### config.mk
export PLATFORM = sky130hd
export DESIGN_NAME = comparator_gt
export DESIGN_NICKNAME = d
export VERILOG_FILES = /design/src/rtl/cmp_pkg.sv /design/src/rtl/comparator_gt_slice.sv /design/src/rtl/comparator_gt.sv
export SDC_FILE = /design/constraint.sdc
export NUM_CORES = 1
export LEC_CHECK = 0
export BUFFER_PORTS_ARGS = -buffer_cell sky130_fd_sc_hd__buf_4
export CORE_AREA = 2 2 39 41
export CTS_BUF_LIST = sky130_fd_sc_hd__clkbuf_8
export CTS_CLUSTER_DIAMETER = 120
export CTS_CLUSTER_SIZE = 12
export DETAILED_ROUTE_END_ITERATION = 7
export DIE_AREA = 0 0 41 43
export GPL_TIMING_DRIVEN = 0
export PLACE_DENSITY = 0.52
export SLEW_MARGIN = 20
export SYNTH_ARGS = -nofsm -noshare
export SYNTH_HDL_FRONTEND = slang
export SYNTH_SLANG_ARGS = --single-unit
### constraint.sdc
create_clock -name i_clk -period 2.96 [get_ports i_clk]
set_input_delay 0.296 -clock i_clk [delete_from_list [all_inputs] [get_ports i_clk]]
set_output_delay 0.296 -clock i_clk [all_outputs]
set_load 0.005 [all_outputs]
### src/rtl/cmp_pkg.sv
// Shared types for the comparator_gt slice cascade: slice width, three-way
// compare result and the MS-first combine rule.
package cmp_pkg;

  localparam int SLICE_W = 4;

  typedef enum logic [1:0] {
    CMP_LT = 2'd0,
    CMP_EQ = 2'd1,
    CMP_GT = 2'd2
  } cmp_res_t;

  // The more significant result decides; only a tie defers to the lower slice.
  function automatic cmp_res_t cmp_combine(input cmp_res_t upper, input cmp_res_t lower);
    return (upper == CMP_EQ) ? lower : upper;
  endfunction

endpackage

### src/rtl/comparator_gt_slice.sv
// One 4-bit unsigned compare cell of the comparator_gt cascade.
module comparator_gt_slice
  import cmp_pkg::*;
(
  input  logic [SLICE_W-1:0] a,
  input  logic [SLICE_W-1:0] b,
  output logic               gt,
  output logic               eq
);

  assign gt = (a > b);
  assign eq = (a == b);

endmodule

### src/rtl/comparator_gt.sv
// Registered magnitude comparator built from 4-bit slices, MS slice first.
// Define COMPARATOR_GT_SIGNED_EN for two's-complement operands (default: unsigned).
module comparator_gt
  import cmp_pkg::*;
#(
  parameter int WIDTH = 4
) (
  input  logic             i_clk,
  input  logic             i_rst,
  input  logic             i_valid,
  input  logic [WIDTH-1:0] i_A,
  input  logic [WIDTH-1:0] i_B,
  output logic             o_valid,
  output logic             o_A_greater_than_B,
  output logic             o_A_equal_B,
  output logic             o_A_less_than_B
);

  localparam int NSLICE = (WIDTH + SLICE_W - 1) / SLICE_W;
  localparam int PAD_W  = NSLICE * SLICE_W;

  logic [WIDTH-1:0]  a_adj;
  logic [WIDTH-1:0]  b_adj;
  logic [PAD_W-1:0]  a_pad;
  logic [PAD_W-1:0]  b_pad;
  logic [NSLICE-1:0] slice_gt;
  logic [NSLICE-1:0] slice_eq;
  cmp_res_t          res;

  always_comb begin
    a_adj = i_A;
    b_adj = i_B;
`ifdef COMPARATOR_GT_SIGNED_EN
    // Flipping the sign bit maps two's complement order onto unsigned order.
    a_adj[WIDTH-1] = ~i_A[WIDTH-1];
    b_adj[WIDTH-1] = ~i_B[WIDTH-1];
`endif
  end

  // Zero-pad the top slice on the MSB side when WIDTH is not a multiple of 4.
  always_comb begin
    a_pad              = '0;
    b_pad              = '0;
    a_pad[WIDTH-1:0]   = a_adj;
    b_pad[WIDTH-1:0]   = b_adj;
  end

  for (genvar s = 0; s < NSLICE; s++) begin : g_slice
    comparator_gt_slice u_slice (
      .a  (a_pad[s*SLICE_W +: SLICE_W]),
      .b  (b_pad[s*SLICE_W +: SLICE_W]),
      .gt (slice_gt[s]),
      .eq (slice_eq[s])
    );
  end

  always_comb begin
    res = CMP_EQ;
    for (int s = NSLICE - 1; s >= 0; s--) begin
      res = cmp_combine(res, slice_gt[s] ? CMP_GT : (slice_eq[s] ? CMP_EQ : CMP_LT));
    end
  end

  // i_valid tags the operands for one cycle; o_valid follows one cycle later.
  // Flags load only on a valid cycle and hold otherwise; reset beats i_valid.
  always_ff @(posedge i_clk) begin
    if (i_rst) begin
      o_valid            <= 1'b0;
      o_A_greater_than_B <= 1'b0;
      o_A_equal_B        <= 1'b0;
      o_A_less_than_B    <= 1'b0;
    end else begin
      o_valid <= i_valid;
      if (i_valid) begin
        o_A_greater_than_B <= (res == CMP_GT);
        o_A_equal_B        <= (res == CMP_EQ);
        o_A_less_than_B    <= (res == CMP_LT);
      end
    end
  end

endmodule

* Yosys cells after proc, flatten, opt, wreduce, memory -nomap -nowiden *
Index checks and enable logic that the tools add are counted.
W data, S select, Z words.

storage, ports and cells
  flip-flop bits (word level) = 4
  output and inout bits = 4
  logic and storage cells = 11

cells by class
  equality and inequality tests = 3
  multiplexer cells = 2
  reductions and logical operators = 1
  $lt $le $gt $ge = 1

operators by type and width
  cell                  number
  $eq A4 B4 Y1          1
  $gt A4 B4 Y1          1
  $eq A2 B1 Y1 const B  1
  $eq A2 B2 Y1 const B  1
  $logic_not A2 Y1      1
  $mux W2               1
  $mux W1               1

* Logic depth before layout (Yosys ltp) *
Gate-level depths: netlist (run 1).

  depth in word-level cells = 4
  gate-level depth with buffers = 6
  gate-level depth less buffers = 6

* By module *
From an unflattened synthesis (run 1), not the netlist that was laid out.

unflattened totals
  cells, all modules = 26
  area, all modules = 251.5 um^2

by module, submodules not included
  module               cells each  times used  sequential area each (um^2)  area an instance (um^2)
  comparator_gt        13          1           80.1                         142.6
  comparator_gt_slice  13          1           0.0                          108.9

* Least setup slack after synthesis (run 1) *
Ideal clock, no wire load.

  path type = input to register
  start point = input port i_B[1]
  end point = register o_A_greater_than_B
  library setup time = 115 ps
  required time = 2,845 ps
  setup slack = 1,740 ps
  arrival = 1,105 ps
  cell stages on the path = 6
  path buffers = 0
  cells stage by stage = inv_1 -> ha_1 -> nor2b_1 -> o211ai_2 -> nand2_1 -> a31o_1

on the way
  word-level cells in the longest chain between the ends = 4
  elaborated cells on any way between the ends = 5
  those cells by class = order compare: 1; eq/ne: 2; mux: 2

RTL lines
  item                                                  line                 source
  start, declared                                       comparator_gt.sv:12  input logic [WIDTH-1:0] i_B,
  branches (longest 2 deep; another with $gt A4 B4 Y1)  n/a
  $mux W2 *                                             comparator_gt.sv:60  res = cmp_combine(res, slice_gt[s] ? CMP_GT : (slice_eq[s] ? CMP_EQ : CMP_LT));
  $eq A2 B2 Y1 *                                        comparator_gt.sv:75  o_A_greater_than_B <= (res == CMP_GT);
  end signal, assigned                                  comparator_gt.sv:75
  end, declared                                         comparator_gt.sv:14  output logic o_A_greater_than_B,

Mark *: on every way between the ends.
A chain may end at the register's enable or synchronous reset.

* Worst setup path after layout (run 1) *
  start point = input port i_A[1]
  end point = register o_A_greater_than_B

on the way
  word-level cells in the longest chain between the ends = 4
  elaborated cells on any way between the ends = 5
  those cells by class = order compare: 1; eq/ne: 2; mux: 2

RTL lines
  item                                                  line                 source
  start, declared                                       comparator_gt.sv:11  input logic [WIDTH-1:0] i_A,
  branches (longest 2 deep; another with $gt A4 B4 Y1)  n/a
  $mux W2 *                                             comparator_gt.sv:60
  $eq A2 B2 Y1 *                                        comparator_gt.sv:75

Marks and branches as above.

==> results of run 1 <==
-- path summary, 6_finish.rpt --
kind | from | end | slack, ns
worst min register to register | o_A_less_than_B | o_A_less_than_B | 0.45
worst max-delay path | i_A[1] | o_A_greater_than_B | 1.82
worst min-delay path | i_rst | o_A_less_than_B | 0.27
worst max register to register | o_A_greater_than_B | o_A_greater_than_B | 2.25
-- registers in the layout, summed over array words and instances (netlist names) --
signal and flops:
o_A_equal_B 1, o_A_greater_than_B 1, o_A_less_than_B 1, o_valid 1
-- worst register-to-register path, stage by stage (launching register included) --
cell	delay, ns
dfxtp_1	0.30
nor3b_1	0.13
a31o_1	0.17
-- area by class of cell --
type | instances | area, um2
sequential | 4 | 80.1
multi-input combinational | 18 | 131
inverter | 5 | 18.8
clock buffer | 3 | 41.3
timing repair buffer | 14 | 105
tap | 16 | 20.0
fill | 153 | 987
-- metal layers --
| metal | up-vias | share of wire [%] | track usage, % |
|---|---|---|---|
| li1 | 128 | - | - |
| met1 | 109 | 38 | 7.05 |
| met2 | 8 | 54 | 11.3 |
| met3 | 0 | 8.0 | 1.57 |
| met4 | 0 | 0 | 8.00 |
| met5 | - | 0 | 0 |
-- kinds of logic (layout without fill, tap and decap cells) --
| family | after synthesis | count (layout) | synth area share, % |
|---|---|---|---|
| AOI/OAI and AO/OA | 5 | 5 | 15.8 |
| adders and majority gates | 4 | 4 | 21.7 |
| buffers and inverters | 5 | 22 | 8.15 |
| DFF | 4 | 4 | 34.8 |
| and+or+nand+nor | 9 | 9 | 19.6 |
-- power breakdown --
part           internal (mW)  switching, mW  leakage (nW)  total [mW]
Sequential            0.0576        0.00140        0.0329      0.0590
Clock                 0.0866         0.0265        0.0216       0.113
Combinational         0.0204         0.0143         0.154      0.0348
Total                  0.165         0.0422         0.209       0.207
-- cell usage in the layout, fill, tap and decap left out --
| cell type | count |
|---|---|
| clkbuf_8 | 3 |
| o211ai_2 | 1 |
| nor2b_1 | 1 |
| nand4_1 | 2 |
| nand2_1 | 2 |
| a31o_1 | 1 |
| inv_1 | 5 |
| nor3b_1 | 1 |
| buf_4 | 14 |
| dfxtp_1 | 4 |
| a21oi_1 | 3 |
| nor2_1 | 3 |
| ha_1 | 4 |
-- stage by stage --
stage / setup WS [ns] / std cells / power, mW / hold WS [ns] / util (%)
3_3_place_gp: 1.59 / 57 / 0.0941 / 0.445 / 25.7
2_1_floorplan: 1.74 / 27 / 0.0758 / 0.365 / -
6_report: 1.82 / 60 / 0.207 / 0.266 / 28.7
3_5_place_dp: 1.59 / 57 / 0.0948 / 0.446 / 25.7
5_1_grt: 1.77 / 60 / 0.219 / 0.269 / 28.7
4_1_cts: 1.81 / 60 / 0.210 / 0.262 / 28.7
==> qor.csv, run 1 <==
metric,value,unit
initial antenna violation count,0,
largest area contributor in the netlist,dfxtp_1,
Sink Count,4,
Cell Pwr Density,521,nW/um2
CP cell instances,"buf_4, ha_1, nor2b_1, o211ai_2, nand2_1, a31o_1",
htree depth,1,
RSZ-0062 raised after global routing,false,
top-count cell post-synth,inv_1,
GPL Wtd Cong,0.617,
Post-CTS Setup Bufs,0,
synth cell count leaders,"inv_1, dfxtp_1, ha_1",
slowest cell delay on critical path,0.29,ns
Setup CP Type,input pin to register,
"Hold Violations, Final",0,
Synth Area per Inst,8.53,um2
maximum VDD drop,0.000174,V
CTS tree,done,
Synth warnings,0,
Num CTS Buffers,3,
DRT iter0 DRCs,3,
Max Transition Viols Final,0,
Register-to-Register Path Depth,2,
drt drc,0,
Port Buffer Count,14,
Max Cap Viol,0,
startpoint types,input pin,
clk buf depth,2,
final wirelength,526,um
CTS Root Cell,clkbuf_8,
Slew HR,87.7,%
"EDFF count, synth",0,
Post-CTS Resized,0,
min Tclk post-route,1.14,ns
drt first pass iters,2,
Hold Crit Depth,2,
Synth area leaders,"dfxtp_1, ha_1, inv_1, a21oi_1, nand4_1",
Final #Nets,61,
Critical Path Sink Type,register,
Crit path max-delay family,compound AO/OA/AOI/OAI gates,
Total GRT Usage,7.32,%
die height,43,um
num ports,15,
Critical Path RT,3.06,ns
final setup vio count,0,
core area,1380,um2
"FF+latch count, synth",4,
worst-margin pin slew,0.185,ns
"Arr. time, crit path",1.24,ns
f_max,0.878,GHz
total gr overflow,0,
Layout area overhead,72.3,%
Vias/cell,4.08,
top cell type's share of synthesized area,34.8,%
critical path depth,6,
largest net degree at the start of global routing,5,
Area after DPL,355,um2
ratio of cells with drive above 1 in the final layout,40.9,%
# diodes,0,
vias,245,
Post-synth ARST share,0,%
Worst-Skew Late Latency,0.21,ns
hold-fix buffers at CTS,0,
Setup Total Neg Slack,0,ns
predominant post-synthesis flop cell,dfxtp_1,
WL/cell,8.77,um
status,completed,
CP Max Fanout,2,
Synthesized Nets,42,
clk_skew,0,ns
CP bufs+invs,1,
Critical-path top delay cell,ha_1,
first-pass GRT wire length,821,um
starting density of the core,16.6,%
die area,1760,um2
Netlist cell types,11,
Detailed Place HPWL,432,um
area of the mapped netlist,230,um2
fin crit share,38.5,%
Row Count,14,
sequential area share after synthesis,34.8,%
width of the chip,41,um
Synth Instances,27,
finished layout cell area,397,um2
vias in the first global route,226,
worst hold path class,input pin to register,
Antenna Nets Post-Route,0,
leakage,0.209,nW
Clock transition at path regs,0.03,ns
Note: power is estimated with default switching activity, not from simulation.
==> inputs of run 2 (changes only) <==
ABC_AREA = 1   (was default)
PLACE_DENSITY = 0.55   (was 0.52)
clock period = 1 ns   (was 2.96 ns; I/O delays follow)
==> qor.csv, run 2 <==
metric,value,unit,change
status,completed,,
top-count cell post-synth,nand2_1,,
Post-CTS Setup Bufs,0,,unchanged
grt peak-use layer,met2,,
Antenna Nets Post-Route,0,,unchanged
Post-synth ARST share,0,%,unchanged
"Arr. time, crit path",0.91,ns,-0.33 ns
Worst-Skew Late Latency,0.21,ns,about the same
DRT iter0 DRCs,3,,unchanged
fill count,157,,+2.6%
Critical Path Sink Type,register,,
worst reg2reg setup slack,0.42,ns,-1.83 ns
die area,1760,um2,unchanged
largest family of logic cells by synthesized area,simple AND/OR/NAND/NOR gates,,
width of the chip,41,um,unchanged
Critical Path RT,1.11,ns,-1.95 ns
leakage,0.231,nW,+11%
Port Buffer Count,14,,unchanged
f_max,1.24,GHz,
Sink Count,4,,unchanged
Critical-path top delay cell,ha_1,,
Post-Synth Simple-Gate Area,26.6,%,+7.1 points
grt met3 use,1.57,%,unchanged
starting density of the core,18.0,%,+1.4 points
Synth warnings,0,,unchanged
grt met1 use,8.31,%,+1.3 points
PnR worst setup slack,0.193,ns,-1.63 ns
ratio of cells with drive above 1 in the final layout,43.1,%,+2.2 points
total gr overflow,0,,unchanged
drt drc,0,,unchanged
Final #Nets,68,,+11%
vias,250,,+2.0%
Netlist cell types,11,,unchanged
fin crit share,80.7,%,
Sw Pwr,0.135,mW,+220%
sw frac,21.5,%,+1.1 points
RSZ-0062 raised after global routing,false,,
Slew HR,85.6,%,-2.1 points
slowest cell delay on critical path,0.29,ns,about the same
cell internal pwr,0.491,mW,+200%
Max Transition Viols Final,0,,unchanged
sequential area share after synthesis,32.2,%,-2.6 points
Layout area overhead,66.8,%,
Cell Pwr Density,1510,nW/um2,+190%
Total GRT Usage,6.51,%,-0.81 points
Crit path max-delay family,adder cells,,
startpoint types,input pin,,
Num CTS Buffers,3,,unchanged
post-synthesis mux area share,0,%,unchanged
Clock transition at path regs,0.03,ns,about the same
CTS Root Cell,clkbuf_8,,
Row Count,14,,unchanged
final wirelength,451,um,-14%
vias in the first global route,211,,-6.6%
CP bufs+invs,1,,unchanged
top cell type's share of synthesized area,32.2,%,-2.6 points
most frequent cells in the layout,"buf_4, nand2_1, inv_1",,
hold-fix buffers at CTS,0,,unchanged
synth cell count leaders,"nand2_1, inv_1, dfxtp_1, ha_1, nor2_1",,
worst-margin pin slew,0.217,ns,+0.0315 ns
Synth Area per Inst,7.32,um2,-14%
maximum VDD drop,0.000444,V,+160%
Synth Area in Adders,20.1,%,-1.6 points
Area after DPL,374,um2,+5.3%
WL/cell,6.73,um,-23%
"EDFF count, synth",0,,unchanged
first-pass GRT wire length,759,um,-7.6%
GPL Wtd Cong,0.587,,-4.9%
finished layout cell area,415,um2,+4.7%
Comb pwr share,18.0,%,+1.2 points
num ports,15,,unchanged
Setup CP Type,input pin to register,,
Post-CTS Resized,0,,unchanged
area of the mapped netlist,249,um2,+8.2%
Hold Slack,0.0713,ns,-0.195 ns
CTS tree,done,,
clk buf depth,2,,unchanged
Vias/cell,3.73,,-8.6%
final setup vio count,0,,unchanged
drt first pass iters,2,,unchanged
clk_skew,0,ns,unchanged
Detailed Place HPWL,392,um,-9.2%
min Tclk post-route,0.807,ns,
"Hold Violations, Final",0,,unchanged
Total Power,0.626,mW,+200%
CP Max Fanout,2,,unchanged
largest area contributor in the netlist,dfxtp_1,,
core area,1380,um2,unchanged
Synth area leaders,"dfxtp_1, ha_1, nand2_1, inv_1, a21oi_2",,
"FF+latch count, synth",4,,unchanged
htree depth,1,,unchanged
die height,43,um,unchanged
worst hold path class,input pin to register,,
Synth Instances,34,,+26%
CP most frequent cell,nand2_1,,
initial antenna violation count,0,,unchanged
Clk pwr share,53.8,%,-0.9 points
predominant post-synthesis flop cell,dfxtp_1,,
Synthesized Nets,49,,+17%
Max Cap Viol,0,,unchanged
Compound-Gate Fraction of Synth Area,9.05,%,-6.7 points
"commonest non-fill, non-tap cell in the layout",buf_4,,
Post-Synth XOR/XNOR Area,0,%,unchanged
# diodes,0,,unchanged
dpl ws,-0.0363,ns,-1.62 ns
largest net degree at the start of global routing,5,,unchanged
Flop pwr share,28.2,%,-0.3 points
met2 Usage GRT,8.44,%,-2.8 points
CP cell instances,"buf_4, ha_1, a21oi_1, nand2_1, nand2_1, a21oi_2",,
run 2: cell type report:
cell class	instances	area, um2	area share (%)
Clock buffer	3	41.3	9.94
Timing Repair Buffer	14	105	25.3
Inverter	8	30.0	7.23
Sequential cell	4	80.1	19.3
Tap cell	16	20.0	4.82
Multi-Input combinational cell	22	139	33.4
run 2: logic make-up (layout without fill, tap and decap cells):
kind of cell / count (synthesis) / count (layout)
compound gates: 3 / 3
fa+ha+maj: 4 / 4
simple gates: 15 / 15
buf+inv: 8 / 25
flops: 4 / 4
run 2: worst paths after layout:
| kind | start | end | cells past startpoint |
|---|---|---|---|
| setup / recovery | i_A[3] | o_A_greater_than_B | 6 |
| hold / removal | i_rst | o_A_greater_than_B | 2 |
| setup reg to reg | o_A_equal_B | o_A_equal_B | 2 |
| hold reg to reg | o_A_greater_than_B | o_A_greater_than_B | 2 |
run 2: power by group through the flow:
stage / sequential (mW) / combinational [mW] / clock [mW]
6_report: 0.177 / 0.113 / 0.337
5_1_grt: 0.178 / 0.131 / 0.360
4_1_cts: 0.177 / 0.116 / 0.346
3_5_place_dp: 0.179 / 0.115 / 0
3_3_place_gp: 0.179 / 0.113 / 0
2_1_floorplan: 0.180 / 0.0556 / 0
run 2: per-layer routing:
metal  up-vias  part of all wire, %
met5         -                    0
met1        99                   40
met2        10                   46
met3         2                  9.3
li1        139                    -
met4         0                  4.2
run 2: metrics by stage:
stage	setup TNS [ns]	cells	util [%]
after global routing	0	67	30.0
final	0	67	30.0
after floorplan	0	34	-
after global placement	-0.0605	64	27.0
after CTS	0	67	30.0
after detailed placement	-0.0684	64	27.0
run 2: worst register-to-register path, stage by stage (launching register included):
cell,delay [ns]
dfxtp_1,0.31
nor2_1,0.04
nor3_1,0.15
==> inputs of run 3 (changes only) <==
ABC_AREA = 0   (was 1)
PLACE_DENSITY = 0.52   (was 0.55)
clock period = 0.8 ns   (was 1 ns; I/O delays follow)
==> qor.csv, run 3 (synthesis gave the netlist of run 1 again) <==
metric,value,unit,change
maximum VDD drop,0.000729,V,+64%
WL/cell,8.70,um,+29%
finished layout cell area,462,um2,+11%
width of the chip,41,um,unchanged
"non-filler cells, final",60,,-10%
RSZ-0062 raised after global routing,true,,
Row Count,14,,unchanged
core area,1380,um2,unchanged
Sink Count,4,,unchanged
Setup Total Neg Slack,-0.0143,ns,-0.0143 ns
met2 Usage GRT,11.3,%,+2.8 points
startpoint types,input pin,,
CTS Root Cell,clkbuf_8,,
status,"finished, violations left",,
final setup vio count,1,,+1
Port Buffer Count,14,,unchanged
ratio of cells with drive above 1 in the final layout,52.3,%,+9.1 points
leakage,0.219,nW,-5.2%
f_max,1.23,GHz,
Detailed Place HPWL,442,um,+13%
Post-CTS Setup Bufs,0,,unchanged
Final #Nets,61,,-10%
Cell Pwr Density,1760,nW/um2,+17%
"Arr. time, crit path",0.92,ns,about the same
CP cell instances,"buf_8, inv_12, ha_4, nor2b_4, o211ai_2, nand2_1, a31o_1",,
grt peak-use layer,met2,,
worst-margin pin slew,0.171,ns,-0.0452 ns
drt drc,0,,unchanged
violated checks,negative setup slack,,
Vias/cell,3.88,,+4.1%
Total Power,0.812,mW,+30%
Worst-Skew Late Latency,0.21,ns,about the same
initial antenna violation count,0,,unchanged
sequential standard cell area,80.1,um2,unchanged
Total GRT Usage,7.92,%,+1.4 points
first-pass GRT wire length,841,um,+11%
Hold Slack,0.0536,ns,-0.0177 ns
Max Transition Viols Final,0,,unchanged
final core occ,33.4,%,+3.3 points
Max Cap Viol,0,,unchanged
largest net degree at the start of global routing,5,,unchanged
Antenna Nets Post-Route,0,,unchanged
dpl ws,-0.307,ns,-0.271 ns
"Hold Violations, Final",0,,unchanged
most frequent cells in the layout,"buf_4, inv_1, dfxtp_1",,
Critical Path Sink Type,register,,
fin crit share,102,%,
Critical Path RT,0.91,ns,-0.20 ns
CTS tree,done,,
fill count,140,,-11%
die height,43,um,unchanged
GPL Wtd Cong,0.702,,+20%
Area after DPL,413,um2,+10%
# diodes,0,,unchanged
starting density of the core,16.6,%,-1.4 points
Setup CP Type,input pin to register,,
Crit path max-delay family,compound AO/OA/AOI/OAI gates,,
num ports,15,,unchanged
Num CTS Buffers,3,,unchanged
Layout area overhead,101,%,
grt met3 use,3.14,%,+1.6 points
vias,233,,-6.8%
clk_skew,0,ns,unchanged
Critical-path top delay cell,ha_4,,
worst hold path class,input pin to register,,
vias in the first global route,201,,-4.7%
PnR worst setup slack,-0.0143,ns,-0.207 ns
drt first pass iters,1,,-1
grt met1 use,8.01,%,-0.29 points
htree depth,1,,unchanged
final wirelength,522,um,+16%
Clock transition at path regs,0.03,ns,about the same
area of the multi-input gates,176,um2,+27%
CP bufs+invs,2,,+1
"commonest non-fill, non-tap cell in the layout",buf_4,,
min Tclk post-route,0.814,ns,
die area,1760,um2,unchanged
clk buf depth,2,,unchanged
dpl cells,57,,-11%
total gr overflow,0,,unchanged
CP Max Fanout,2,,unchanged
DRT iter0 DRCs,0,,-3
slowest cell delay on critical path,0.22,ns,-0.07 ns
Slew HR,88.6,%,+3.0 points
## run 3: area by class of cell
cell class / instances / share of cell area (%)
Clock buffer: 3 / 8.94
Inverter: 5 / 6.78
Multi-Input combinational cell: 18 / 38.2
Sequential cell: 4 / 17.3
Tap cell: 16 / 4.34
Timing Repair Buffer: 14 / 24.4
## run 3: routing by layer
layer	wire [um]	vias up
met5	0	-
met4	14	0
met3	39	2
met2	257	8
met1	210	96
li1	-	127
## run 3: timing repair
action,in CTS,in global routing
pin swaps,1,1
endpoints found under the setup margin,2,3
hold buffers,0,0
gates resized for setup,2,0
## run 3: worst paths after layout
path | startpoint | to | slack (ns) | cells after the start
worst min-delay path | i_rst | o_A_less_than_B | 0.05 | 2
worst max register to register | o_A_greater_than_B | o_A_greater_than_B | 0.08 | 2
worst min register to register | o_A_less_than_B | o_A_less_than_B | 0.47 | 2
worst max-delay path | i_B[1] | o_A_greater_than_B | -0.01 | 7
## run 3: worst reg2reg max path: stages, from the launching register on
cell,delay (ns)
dfxtp_1,0.31
nor3b_1,0.13
a31o_1,0.17
## run 3: power breakdown
group | leakage [nW] | total (mW) | internal, mW | switching (mW)
registers | 0.0329 | 0.219 | 0.213 | 0.00579
clock network | 0.0216 | 0.426 | 0.321 | 0.105
logic | 0.164 | 0.167 | 0.101 | 0.0659
